**src/rtl/controller.sv**
```systemverilog
`default_nettype none
// ============================================================================
//  Module   : controller
//  Purpose  : Sequencer for an iterative LLR decoder. After a start request
//             it runs one INIT phase (input buffer -> LLR RAM copy), then
//             MAX_ITER rounds of a VPU phase followed by a CPU phase, and
//             then returns to IDLE. Each phase drives the read/write enables
//             of the memories and address generators around it.
//
//  Ports    : clk            - single clock, rising edge
//             rst_n          - synchronous reset, ACTIVE-HIGH despite its name
//             ini_st         - start request, only honoured in IDLE
//             initial_on     - high during INIT
//             vpu_on         - high during VPU
//             cpu_on         - high during CPU
//             vpu_rd_addr_en - advance VPU read address
//             vpu_wr_addr_en - advance VPU write address
//             cpu_wr_addr_en - advance CPU write address
//             llr_ram_rden   - LLR RAM read enable
//             llr_ram_wren   - LLR RAM write enable
//             in_info_rden   - input-info buffer read enable
//
//  Options  : CTRL_REG_RAM_EN - the input/LLR RAMs have registered outputs,
//             so the read latency is 2 instead of 1. INIT is one cycle longer
//             and llr_ram_wren lags in_info_rden by 2 cycles.
//
//  Revision : 1.0 - initial release
// ============================================================================
module controller #(
    parameter int ADDR_WIDTH = 8,
    parameter int INIT_LEN   = 24,
    parameter int VPU_LEN    = 24,
    parameter int CPU_LEN    = 4,
    parameter int MAX_ITER   = 8,
    parameter int WR_LAT     = 2
) (
    input  logic clk,
    input  logic rst_n,
    input  logic ini_st,
    output logic initial_on,
    output logic vpu_on,
    output logic cpu_on,
    output logic vpu_rd_addr_en,
    output logic vpu_wr_addr_en,
    output logic cpu_wr_addr_en,
    output logic llr_ram_rden,
    output logic llr_ram_wren,
    output logic in_info_rden
);

    // Read latency of the buffer feeding the LLR RAM during INIT.
`ifdef CTRL_REG_RAM_EN
    localparam int c_rl = 2;
`else
    localparam int c_rl = 1;
`endif

    localparam logic [ADDR_WIDTH-1:0] c_init_last = ADDR_WIDTH'(INIT_LEN + c_rl - 1);
    localparam logic [ADDR_WIDTH-1:0] c_vpu_last  = ADDR_WIDTH'(VPU_LEN + WR_LAT - 1);
    localparam logic [ADDR_WIDTH-1:0] c_cpu_last  = ADDR_WIDTH'(CPU_LEN + WR_LAT - 1);
    localparam logic [ADDR_WIDTH-1:0] c_iter_last = ADDR_WIDTH'(MAX_ITER - 1);
    localparam logic [ADDR_WIDTH-1:0] c_init_len  = ADDR_WIDTH'(INIT_LEN);
    localparam logic [ADDR_WIDTH-1:0] c_vpu_len   = ADDR_WIDTH'(VPU_LEN);
    localparam logic [ADDR_WIDTH-1:0] c_wr_lat    = ADDR_WIDTH'(WR_LAT);
    localparam logic [ADDR_WIDTH-1:0] c_rl_w      = ADDR_WIDTH'(c_rl);

    typedef enum logic [1:0] {
        ST_IDLE = 2'd0,
        ST_INIT = 2'd1,
        ST_VPU  = 2'd2,
        ST_CPU  = 2'd3
    } state_t;

    state_t                  r_state;
    logic [ADDR_WIDTH-1:0]   r_cnt;
    logic [ADDR_WIDTH-1:0]   r_iter;

    state_t                  w_nxt_state;
    logic [ADDR_WIDTH-1:0]   w_nxt_cnt;
    logic [ADDR_WIDTH-1:0]   w_nxt_iter;

    // Next-state view of the sequencer. The outputs are registered from
    // these next values so that each output flop is valid in the very
    // cycle the state/count it describes becomes current.
    always_comb begin
        w_nxt_state = r_state;
        w_nxt_cnt   = r_cnt + 1'b1;
        w_nxt_iter  = r_iter;
        case (r_state)
            ST_IDLE: begin
                w_nxt_cnt  = '0;
                w_nxt_iter = '0;
                if (ini_st) begin
                    w_nxt_state = ST_INIT;
                end
            end
            ST_INIT: begin
                if (r_cnt == c_init_last) begin
                    w_nxt_state = ST_VPU;
                    w_nxt_cnt   = '0;
                end
            end
            ST_VPU: begin
                if (r_cnt == c_vpu_last) begin
                    w_nxt_state = ST_CPU;
                    w_nxt_cnt   = '0;
                end
            end
            ST_CPU: begin
                if (r_cnt == c_cpu_last) begin
                    w_nxt_cnt = '0;
                    if (r_iter == c_iter_last) begin
                        w_nxt_state = ST_IDLE;
                    end else begin
                        w_nxt_state = ST_VPU;
                        w_nxt_iter  = r_iter + 1'b1;
                    end
                end
            end
            default: begin
                w_nxt_state = ST_IDLE;
                w_nxt_cnt   = '0;
                w_nxt_iter  = '0;
            end
        endcase
    end

    always_ff @(posedge clk) begin
        if (rst_n) begin
            r_state        <= ST_IDLE;
            r_cnt          <= '0;
            r_iter         <= '0;
            initial_on     <= 1'b0;
            vpu_on         <= 1'b0;
            cpu_on         <= 1'b0;
            vpu_rd_addr_en <= 1'b0;
            vpu_wr_addr_en <= 1'b0;
            cpu_wr_addr_en <= 1'b0;
            llr_ram_rden   <= 1'b0;
            llr_ram_wren   <= 1'b0;
            in_info_rden   <= 1'b0;
        end else begin
            r_state        <= w_nxt_state;
            r_cnt          <= w_nxt_cnt;
            r_iter         <= w_nxt_iter;
            initial_on     <= (w_nxt_state == ST_INIT);
            vpu_on         <= (w_nxt_state == ST_VPU);
            cpu_on         <= (w_nxt_state == ST_CPU);
            // INIT: read the input buffer for INIT_LEN cycles; the LLR RAM
            // write trails it by the buffer read latency.
            in_info_rden   <= (w_nxt_state == ST_INIT) && (w_nxt_cnt < c_init_len);
            llr_ram_wren   <= (w_nxt_state == ST_INIT) && (w_nxt_cnt >= c_rl_w);
            // VPU: reads for VPU_LEN cycles, write-back trails by WR_LAT.
            vpu_rd_addr_en <= (w_nxt_state == ST_VPU) && (w_nxt_cnt < c_vpu_len);
            llr_ram_rden   <= (w_nxt_state == ST_VPU) && (w_nxt_cnt < c_vpu_len);
            vpu_wr_addr_en <= (w_nxt_state == ST_VPU) && (w_nxt_cnt >= c_wr_lat);
            cpu_wr_addr_en <= (w_nxt_state == ST_CPU) && (w_nxt_cnt >= c_wr_lat);
        end
    end

endmodule
`default_nettype wire

```
**config.mk**
```make
export PLATFORM = sky130hd
export DESIGN_NAME = controller
export DESIGN_NICKNAME = d
export VERILOG_FILES = /design/src/rtl/controller.sv
export SDC_FILE = /design/constraint.sdc
export NUM_CORES = 1
export LEC_CHECK = 0
export CORE_ASPECT_RATIO = 1.2
export CORE_MARGIN = 2
export CORE_UTILIZATION = 49
export DETAILED_ROUTE_END_ITERATION = 12
export PLACE_DENSITY = 0.67
export SLEW_MARGIN = 20
export SYNTH_ARGS = -nofsm -noshare
export SYNTH_HDL_FRONTEND = slang
export SYNTH_SLANG_ARGS = --single-unit
```
**constraint.sdc**
```tcl
create_clock -name clk -period 2.69 [get_ports clk]
set_clock_uncertainty 0.2 [all_clocks]
set_input_delay 0.269 -clock clk [delete_from_list [all_inputs] [get_ports clk]]
set_output_delay 0.269 -clock clk [all_outputs]
set_load 0.01 [all_outputs]
```
==> results.yml <==
floorplan:
  die_height_um: 61.26
  floorplan.initialDensity_pct: 51.94
  floorplan.die_area_um2: 3168
  i_o_pin_count: 12
  core-area_um2: 2577
  row_count: 20
  die_outline_width_um: 51.72
power:
  pwr-share-comb_pct: 5.2
  netSwitchingFraction_pct: 21.04
  worst_ir_drop_on_vdd_mv: 0.3076
  power_density_nw_per_um2: 418.8
  net-switching-power_uw: 130.3
  post-layout-total-power_uw: 619.4
  power.clock.fraction_pct: 30.9
  power_report.internal_total_uw: 489.1
  static-leakage-power_nw: 0.5250
  seqPwrFrac_pct: 63.9
hold_path:
  holdCritPathClass: "reg2reg"
finish:
  drive_gt1_share_pct: 8.228
  multiInputGateArea_um2: 748.2
  nNetsFinal: 166
  register_area_um2: 520.5
  final_util_pct: 57.38
  flow.area_growth_from_synthesis_pct: 10.47
  layout.filler_cells: 242
  diodes: 0
yosys:
  synth_enable_flop_cells: 0
  post-synth-top-area-fraction_pct: 38.88
  yosys_most_used_dff: "dfxtp_1"
  synth.yosys.seq_area_share_pct: 38.88
  ys_top_cells_by_count: "dfxtp_1 (26), nor2_1 (22), nand2_1 (9)"
  syn-cell-area_um2: 1339
  yosys.cell_count.top_type: "dfxtp_1"
  mappedNetlistNets: 158
  syn-instance-count: 151
  synth.area.top_cells: "dfxtp_1 (39%), nor2_1 (6.2%), xor2_1 (5.2%)"
  syn-mean-instance-area_um2: 8.866
  ys_types: 49
  synth.ff_latch_count: 26
  yosys_warnings: 0
  synth_area_leader_cell: "dfxtp_1"
  synth-async-reset-ratio_pct: 0
grt:
  first_global_vias: 965
  number_of_antenna_violations_at_the_first_check_in_global_routing: 0
  grt_first_pass_wirelength_um: 3967
  groute.usage.overall_pct: 16.80
  maximum_number_of_pins_on_one_net_before_global_route_repair: 15
  gr-total-overflow: 0
critical_path:
  worstSetupStartpointType: "flip-flop"
  critPathArrivalTime_ps: 2150
  critPathRequiredTime_ps: 2710
  classification_of_the_worst_setup_path: "reg2reg"
  path_max_fanout: 8
  crit_path_end_kind: "flip-flop"
cts:
  cts-htree-levels: 1
  clk_pin_slew_ps: 130
  post_cts_resize_count: 0
  holdBufCountCts: 0
  cts.sink_count: 26
  cts_tree: "built"
  cts.root.buffer_cell: "clkbuf_4"
  tritoncts.num_buffers: 3
  post_cts.repair.setup_buffers: 0
  insertion_delay_ps: 310
  clock_path_buffers: 2
placement:
  placement.setup.worst_slack_ps: 598.1
  gp_congestion: 0.7923
  port_buffers: 11
  dp.final_hpwl_um: 1689
sta:
  hold_viol: 0
  setup_slack_ps: 559.0
  rsz_0062_raised_after_global_routing: "false"
  fin_setup_tns_ps: 0
  finalSetupViolCount: 0
  final-max-slew-violation-count: 0
  period_needed_ps: 2131
  tightestPinTransition_ps: 638.8
  max_freq_mhz: 469.3
  period_share_pct: 79.22
  timing.slew.headroom_pct: 57.33
drt:
  via_per_inst: 5.393
  drtPass1Iterations: 5
  route.final.wire_length_um: 2257
  drt-initial-drc-count: 21
  drc: 0
  drtAntennaViolNets: 0
  route.vias.total: 1030
  per_cell_routed_wire_length_um: 11.82
run_status:
  status: "complete, no violations"
flow_run:
  cap_viol_max_count: 0
-- layout by cell type (no fill, tap or decap), types with 4 or more instances in the layout --
cell | synthesis | layout
clkdlybuf4s50_1 | 0 | 11
nor2_1 | 22 | 22
ha_1 | 4 | 4
dfxtp_1 | 26 | 26
nand2_1 | 9 | 9
a21oi_1 | 4 | 4
nor3_1 | 4 | 4
inv_1 | 6 | 6
nand3_1 | 6 | 6
xor2_1 | 8 | 8
o21ai_0 | 5 | 5
-- stage by stage --
stage	hold slack (ps)	std cells	instance area [um^2]
6_report	331.5	191	1479
5_1_grt	374.7	191	1479
4_1_cts	330.6	191	1479
3_5_place_dp	296.9	187	1443
3_3_place_gp	294.6	187	1443
2_1_floorplan	135.2	151	1339
-- layout make-up --
type                       count  share of cell area, %
multi-input combinational    111                  50.59
clock buffer                   4                  2.453
sequential                    26                  35.19
inverter                       6                  1.523
tap                           33                  2.792
timing repair buffer          11                  7.445
-- sequential cells by signal (all words and copies together) (netlist names) --
name	flops
r_cnt	8
r_iter	8
r_state	2
cpu_on	1
cpu_wr_addr_en	1
in_info_rden	1
initial_on	1
llr_ram_rden	1
llr_ram_wren	1
vpu_on	1
vpu_wr_addr_en	1
-- power by group through the flow --
stage,combinational [mW],sequential (mW),clock (mW)
2_1_floorplan,0.0199,0.403,0
3_3_place_gp,0.0327,0.404,0
6_report,0.0325,0.396,0.191
5_1_grt,0.0369,0.397,0.218
4_1_cts,0.0331,0.396,0.201
3_5_place_dp,0.0327,0.404,0
-- metal layers --
| metal | vias to the layer above | global-route usage (%) | wire length (um) |
|---|---|---|---|
| met1 | 472 | 20.81 | 1087 |
| met5 | - | 0 | 0 |
| met3 | 4 | 2.184 | 61 |
| met4 | 0 | 9.023 | 44 |
| li1 | 537 | - | - |
| met2 | 17 | 28.57 | 1063 |
-- cells by family after synthesis --
| kind of cell | after synthesis | share of synthesized area [%] |
|---|---|---|
| DFF | 26 | 38.88 |
| AOI/OAI and AO/OA | 23 | 11.87 |
| muxes | 3 | 2.617 |
| xor gates and xnor gates | 11 | 7.197 |
| adders and majority gates | 4 | 3.738 |
| and+or+nand+nor | 70 | 30.47 |
| buffers and inverters | 14 | 5.233 |
-- worst paths after layout --
| path | cells past startpoint | startpoint | slack [ps] | endpoint |
|---|---|---|---|---|
| worst max-delay path | 6 | r_cnt[0] | 560 | cpu_wr_addr_en |
| worst min-delay path | 2 | r_iter[7] | 330 | r_iter[7] |
| worst max register to register | 6 | r_cnt[0] | 560 | cpu_wr_addr_en |
| worst min register to register | 2 | r_iter[7] | 330 | r_iter[7] |
-- critical path, cell delays in order (launching register included) --
cell	delay (ps)
dfxtp_1	490
ha_1	350
nand4_1	240
mux2i_1	180
o221ai_1	290
o31a_1	240
nor2b_1	50
Note: power is estimated with default switching activity, not from simulation.
